$ cat src/rtl/traffic_phase.sv
// Two-way intersection phase controller.
// Moore FSM stepped by a one-per-second tick: NS green/yellow, all-red,
// EW green/yellow, all-red, with a night flashing mode entered only from an
// all-red state so every direction handover is cleared first.
module traffic_phase #(
   parameter int GREEN_T  = 20,
   parameter int YELLOW_T = 3,
   parameter int ALLRED_T = 2,
   parameter int FLASH_T  = 1
) (
   input  logic       clk,
   input  logic       rst,
   input  logic       tick,
   input  logic       daynight,
   output logic [2:0] ns_light,
   output logic [2:0] ew_light,
   output logic [2:0] phase,
   output logic       night_mode
);

   typedef enum logic [2:0] {
      NS_G      = 3'd0,
      NS_Y      = 3'd1,
      ALL_R1    = 3'd2,
      EW_G      = 3'd3,
      EW_Y      = 3'd4,
      ALL_R2    = 3'd5,
      NIGHT_ON  = 3'd6,
      NIGHT_OFF = 3'd7
   } state_e;

   // Last dwell count of each state; expiry happens on the tick seen at this value.
   localparam logic [7:0] GREEN_LAST  = 8'(GREEN_T  - 1);
   localparam logic [7:0] YELLOW_LAST = 8'(YELLOW_T - 1);
   localparam logic [7:0] ALLRED_LAST = 8'(ALLRED_T - 1);
   localparam logic [7:0] FLASH_LAST  = 8'(FLASH_T  - 1);

   // Light encodings {red, yellow, green}.
   localparam logic [2:0] L_RED = 3'b100;
   localparam logic [2:0] L_YEL = 3'b010;
   localparam logic [2:0] L_GRN = 3'b001;
   localparam logic [2:0] L_OFF = 3'b000;

   state_e     state_q, state_d;
   logic [7:0] cnt_q,   cnt_d;
   logic [7:0] last_cnt;
   state_e     next_state;

   // Select the dwell limit and the successor for the current state.
   always_comb begin
      // NOTE: every signal assigned here gets a default first, so no path
      // through the case can leave it unassigned and infer a latch.
      last_cnt   = ALLRED_LAST;
      next_state = state_q;
      unique case (state_q)
         NS_G:      begin last_cnt = GREEN_LAST;  next_state = NS_Y;   end
         NS_Y:      begin last_cnt = YELLOW_LAST; next_state = ALL_R1; end
         ALL_R1:    begin
            last_cnt   = ALLRED_LAST;
            next_state = daynight ? NIGHT_ON : EW_G;
         end
         EW_G:      begin last_cnt = GREEN_LAST;  next_state = EW_Y;   end
         EW_Y:      begin last_cnt = YELLOW_LAST; next_state = ALL_R2; end
         ALL_R2:    begin
            last_cnt   = ALLRED_LAST;
            next_state = daynight ? NIGHT_ON : NS_G;
         end
         NIGHT_ON:  begin
            last_cnt   = FLASH_LAST;
            next_state = daynight ? NIGHT_OFF : ALL_R2;
         end
         NIGHT_OFF: begin
            last_cnt   = FLASH_LAST;
            next_state = daynight ? NIGHT_ON : ALL_R2;
         end
         default:   begin last_cnt = ALLRED_LAST; next_state = ALL_R2; end
      endcase
   end

   // Advance the dwell counter on each tick; on expiry change state and clear it.
   always_comb begin
      state_d = state_q;
      cnt_d   = cnt_q;
      if (tick) begin
         if (cnt_q == last_cnt) begin
            state_d = next_state;
            cnt_d   = 8'd0;
         end else begin
            cnt_d = cnt_q + 8'd1;
         end
      end
   end

   // State and counter registers; reset parks in all-red clearance.
   always_ff @(posedge clk or posedge rst) begin
      // NOTE: non-blocking assignments keep every flop sampling the
      // pre-edge values, independent of statement order.
      if (rst) begin
         state_q <= ALL_R2;
         cnt_q   <= 8'd0;
      end else begin
         state_q <= state_d;
         cnt_q   <= cnt_d;
      end
   end

   // Decode lamps purely from the registered state.
   always_comb begin
      ns_light   = L_RED;
      ew_light   = L_RED;
      night_mode = 1'b0;
      unique case (state_q)
         NS_G:      ns_light = L_GRN;
         NS_Y:      ns_light = L_YEL;
         EW_G:      ew_light = L_GRN;
         EW_Y:      ew_light = L_YEL;
         NIGHT_ON:  begin ns_light = L_YEL; night_mode = 1'b1; end
         NIGHT_OFF: begin ns_light = L_OFF; ew_light = L_OFF; night_mode = 1'b1; end
         default:   ;
      endcase
   end

   assign phase = state_q;

endmodule

$ cat config.mk
export PLATFORM = sky130hd
export DESIGN_NAME = traffic_phase
export DESIGN_NICKNAME = d
export VERILOG_FILES = /design/src/rtl/traffic_phase.sv
export SDC_FILE = /design/constraint.sdc
export NUM_CORES = 1
export LEC_CHECK = 0
export BUFFER_PORTS_ARGS = -buffer_cell sky130_fd_sc_hd__buf_2
export CAP_MARGIN = 0
export CORE_UTILIZATION = 53
export CTS_CLUSTER_DIAMETER = 50
export CTS_CLUSTER_SIZE = 24
export DETAILED_ROUTE_END_ITERATION = 8
export PLACE_DENSITY = 0.77
export SLEW_MARGIN = 10
export SYNTH_ARGS = -nofsm -noshare
export SYNTH_HDL_FRONTEND = slang
export SYNTH_SLANG_ARGS = --single-unit
export TNS_END_PERCENT = 30
$ cat constraint.sdc
create_clock -name clk -period 2.1 [get_ports clk]
set_input_delay 0.105 -clock clk [delete_from_list [all_inputs] [get_ports clk]]
set_output_delay 0.105 -clock clk [all_outputs]
set_load 0.03 [all_outputs]
==> impl_metrics.xml <==
<?xml version="1.0" encoding="UTF-8"?>
<metrics>
  <group name="outcome">
    <metric name="run_status" unit="">complete, no violations</metric>
  </group>
  <group name="cts">
    <metric name="path_clk_slew" unit="ps">70</metric>
    <metric name="cts_repair_resize_count" unit="">0</metric>
    <metric name="clock-sinks" unit="">11</metric>
    <metric name="cts_buffer_depth" unit="">2</metric>
    <metric name="cts.repair_timing.setup_buffer_count" unit="">0</metric>
    <metric name="htreeDepth" unit="">1</metric>
    <metric name="cts_tree" unit="">done</metric>
    <metric name="clock_tree.root_cell" unit="">clkbuf_4</metric>
    <metric name="cts-buffers-inserted" unit="">3</metric>
    <metric name="clock_insertion_delay_worst_skew" unit="ps">270</metric>
  </group>
  <group name="final_layout">
    <metric name="fillers" unit="">112</metric>
    <metric name="post_route_cells_drive_above_1_share" unit="%">28.71</metric>
    <metric name="layout.cells.most_common" unit="">buf_2</metric>
    <metric name="sequential_cell_area" unit="um^2">277.8</metric>
    <metric name="finalNetCount" unit="">107</metric>
    <metric name="multiInputGateArea" unit="um^2">447.9</metric>
    <metric name="most_frequent_cells_in_the_layout" unit="">buf_2 (13), dfrtp_1 (9), inv_1 (8)</metric>
    <metric name="antenna_cells" unit="">0</metric>
    <metric name="layout-area-overhead-vs-synth" unit="%">13.74</metric>
  </group>
  <group name="route">
    <metric name="dr.first_iter.drc_count" unit="">11</metric>
    <metric name="drtAntennaViolNets" unit="">0</metric>
    <metric name="post_drt_via_cell_ratio" unit="">5.905</metric>
    <metric name="vias" unit="">685</metric>
    <metric name="drt_wl_total" unit="mm">1.557</metric>
    <metric name="routed_wire_length_per_instance" unit="um">13.42</metric>
    <metric name="remaining_drc_errors" unit="">0</metric>
    <metric name="detail_route.first_pass.iterations" unit="">4</metric>
  </group>
  <group name="pwr">
    <metric name="max-vdd-ir-drop" unit="V">0.0005692</metric>
    <metric name="power.density_cell_area" unit="mW/mm^2">743.0</metric>
    <metric name="static-leakage-power" unit="nW">0.4036</metric>
  </group>
  <group name="global_route">
    <metric name="antenna_violations_before_repair" unit="">0</metric>
    <metric name="grt_start_max_net_pins" unit="">13</metric>
    <metric name="grtUsageTotal" unit="%">22.99</metric>
    <metric name="via_count_of_the_first_global_routing_pass" unit="">535</metric>
    <metric name="grt_pass1_wl" unit="mm">2.373</metric>
    <metric name="global_route.overflow_total" unit="">0</metric>
  </group>
  <group name="floorplanning">
    <metric name="floorplan.initialDensity" unit="%">58.72</metric>
    <metric name="die_w" unit="um">40.44</metric>
    <metric name="number_of_rows_created_at_floorplan" unit="">13</metric>
    <metric name="floorplan.core_area" unit="mm^2">0.001334</metric>
    <metric name="pin_count" unit="">14</metric>
    <metric name="dieArea" unit="mm^2">0.001635</metric>
    <metric name="floorplan.die.height" unit="um">40.44</metric>
  </group>
  <group name="sta">
    <metric name="rsz_0062_raised_after_global_routing" unit="">false</metric>
    <metric name="tns" unit="ps">0</metric>
    <metric name="maxSlewHeadroom" unit="%">65.78</metric>
    <metric name="clock-skew-final" unit="ps">5.395</metric>
    <metric name="max_freq" unit="GHz">0.5325</metric>
    <metric name="period_share" unit="%">89.42</metric>
    <metric name="hold_violations" unit="">0</metric>
    <metric name="least_margin_pin_slew" unit="ps">513.3</metric>
    <metric name="final_setup_vio_count" unit="">0</metric>
    <metric name="period_minus_slack" unit="ps">1878</metric>
    <metric name="whs" unit="ps">124.3</metric>
    <metric name="timing_max_transition_violations_final" unit="">0</metric>
  </group>
  <group name="job">
    <metric name="cap_violations" unit="">0</metric>
  </group>
  <group name="critical_path">
    <metric name="slowest_stage" unit="">dfstp_2</metric>
    <metric name="worst_r2r_path_depth" unit="">5</metric>
    <metric name="critical-path-max-stage-delay" unit="ps">630</metric>
    <metric name="critPathKind" unit="">reg -&gt; reg</metric>
    <metric name="reg2reg_to" unit="">phase[1]</metric>
    <metric name="setup.worst_path.start" unit="">phase[2]</metric>
    <metric name="endpoint" unit="">phase[1]</metric>
    <metric name="r2r_setup_slack" unit="ps">220</metric>
    <metric name="critical_path_required" unit="ps">2250</metric>
    <metric name="timing.critical_path.to_type" unit="">flip-flop</metric>
    <metric name="arrival" unit="ps">2030</metric>
    <metric name="reg2reg_from" unit="">phase[2]</metric>
    <metric name="setup.worst_path.start_class" unit="">flip-flop</metric>
    <metric name="worstPathCellList" unit="">and2b_2 &gt; and3_2 &gt; a2111oi_4 &gt; nor3b_1 &gt; a2bb2oi_1</metric>
    <metric name="crit_fanout" unit="">12</metric>
  </group>
  <group name="yosys">
    <metric name="synth.avg_cell_area" unit="um^2">9.108</metric>
    <metric name="async_reset_ff_share" unit="%">100.0</metric>
    <metric name="synth_cell_type_count" unit="">42</metric>
    <metric name="postSynth.topFlopCell" unit="">dfrtp_1</metric>
    <metric name="synthSimpleGateAreaFrac" unit="%">25.08</metric>
    <metric name="compound_cell_area_share_of_the_yosys_netlist" unit="%">22.52</metric>
    <metric name="netlist_instances" unit="">86</metric>
    <metric name="ys_seq_elements" unit="">11</metric>
    <metric name="synth_adder_area_share" unit="%">1.597</metric>
    <metric name="synth-edff-count" unit="">0</metric>
    <metric name="synth_area_in_xor_xnor" unit="%">6.709</metric>
    <metric name="synthTopCellsByArea" unit="">dfrtp_1 (29%), dfstp_2 (6.7%), nor3_1 (3.8%)</metric>
    <metric name="synthDominantCellAreaShare" unit="%">28.75</metric>
    <metric name="synth.yosys.seq_area_share" unit="%">35.46</metric>
    <metric name="synth_top_family_by_area" unit="">simple AND/OR/NAND/NOR gates</metric>
    <metric name="synth.area.mux_share" unit="%">1.278</metric>
    <metric name="synthesis.area" unit="um^2">783.3</metric>
    <metric name="synth_nets" unit="">91</metric>
    <metric name="synth-warning-count" unit="">0</metric>
    <metric name="netlist.top_cell.by_area" unit="">dfrtp_1</metric>
  </group>
  <group name="placed_design">
    <metric name="hpwl" unit="mm">1.138</metric>
    <metric name="port-buffer-count" unit="">13</metric>
    <metric name="globalplace.congestion" unit="">0.7913</metric>
  </group>
  <group name="worst_hold_path">
    <metric name="min_path_cells" unit="">2</metric>
    <metric name="min_path_type" unit="">in -&gt; reg</metric>
  </group>
</metrics>
==> critical path: cells and delay by family (launching register included) <==
kind	cells	cell delay, ps
AO/OA/AOI/OAI	2	560
flip-flops	1	630
AND/OR/NAND/NOR	3	580
==> layout make-up <==
class | instances | area share [%]
multi-input combinational | 62 | 50.28
sequential | 11 | 31.18
timing repair buffer | 16 | 10.11
inverter | 8 | 3.371
clock buffer | 4 | 2.949
tap | 15 | 2.107
==> metrics by stage <==
stage / total power, mW / util (%) / std cells / cell area (um^2) / setup slack [ps]
after floorplan: 0.4701 / - / 86 / 783.3 / 90.63
after global placement: 0.5104 / 64.07 / 111 / 854.6 / 281.6
after detailed placement: 0.5178 / 64.07 / 111 / 854.6 / 242.3
after CTS: 0.6687 / 66.79 / 116 / 890.9 / 229.6
after global routing: 0.7134 / 66.79 / 116 / 890.9 / 101.3
final: 0.6619 / 66.79 / 116 / 890.9 / 222.1
==> cell families after synthesis <==
family / count (synthesis)
and+or+nand+nor: 33
AOI/OAI and AO/OA: 21
buffers and inverters: 13
DFF: 11
xor gates and xnor gates: 6
muxes: 1
adders and majority gates: 1
==> flip-flops by register name (all words and copies together), names as in the netlist <==
| name | cells |
|---|---|
| cnt_q | 8 |
| phase | 3 |
==> cell usage after synthesis (2+ instances only) <==
cell type	instances
xnor2_1	3
o21ai_1	4
dfstp_2	2
nand4_1	2
nand3_1	2
nor2_1	4
nor3_1	6
clkbuf_1	3
inv_1	8
xor2_1	3
dfrtp_1	9
nand2_1	6
nand4bb_1	2
o21ai_0	3
nor3b_1	2
==> where the power goes <==
| group | internal, mW | leakage [nW] | switching, mW | total, mW |
|---|---|---|---|---|
| logic | 0.0762 | 0.260 | 0.0854 | 0.162 |
| registers | 0.272 | 0.129 | 0.0833 | 0.355 |
| clock network | 0.0736 | 0.0150 | 0.0717 | 0.145 |
| total | 0.422 | 0.404 | 0.240 | 0.662 |
==> repair_timing <==
| action | CTS | global route |
|---|---|---|
| hold endpoints to repair | 9 | 0 |
| hold buffers | 1 | 0 |
| setup endpoints to repair | 0 | 0 |
==> metal layers <==
| metal | vias to the layer above | global-route usage (%) | wire [um] |
|---|---|---|---|
| met5 | - | 0 | 0 |
| met4 | 0 | 5.000 | 6 |
| met3 | 2 | 10.00 | 71 |
| met2 | 17 | 35.32 | 717 |
| met1 | 327 | 29.59 | 762 |
| li1 | 339 | - | - |
==> worst min-delay path by stage <==
| stage | startpoint | endpoint | slack, ps |
|---|---|---|---|
| detailed placement | rst | cnt_q[4] | 130 |
| floorplan | rst | cnt_q[0] | -40 |
| global placement | rst | cnt_q[4] | 110 |
| finish | tick | cnt_q[0] | 120 |
| global route | tick | cnt_q[0] | 140 |
| CTS | tick | cnt_q[0] | 110 |
No activity file was read; power rests on OpenSTA's default activity.
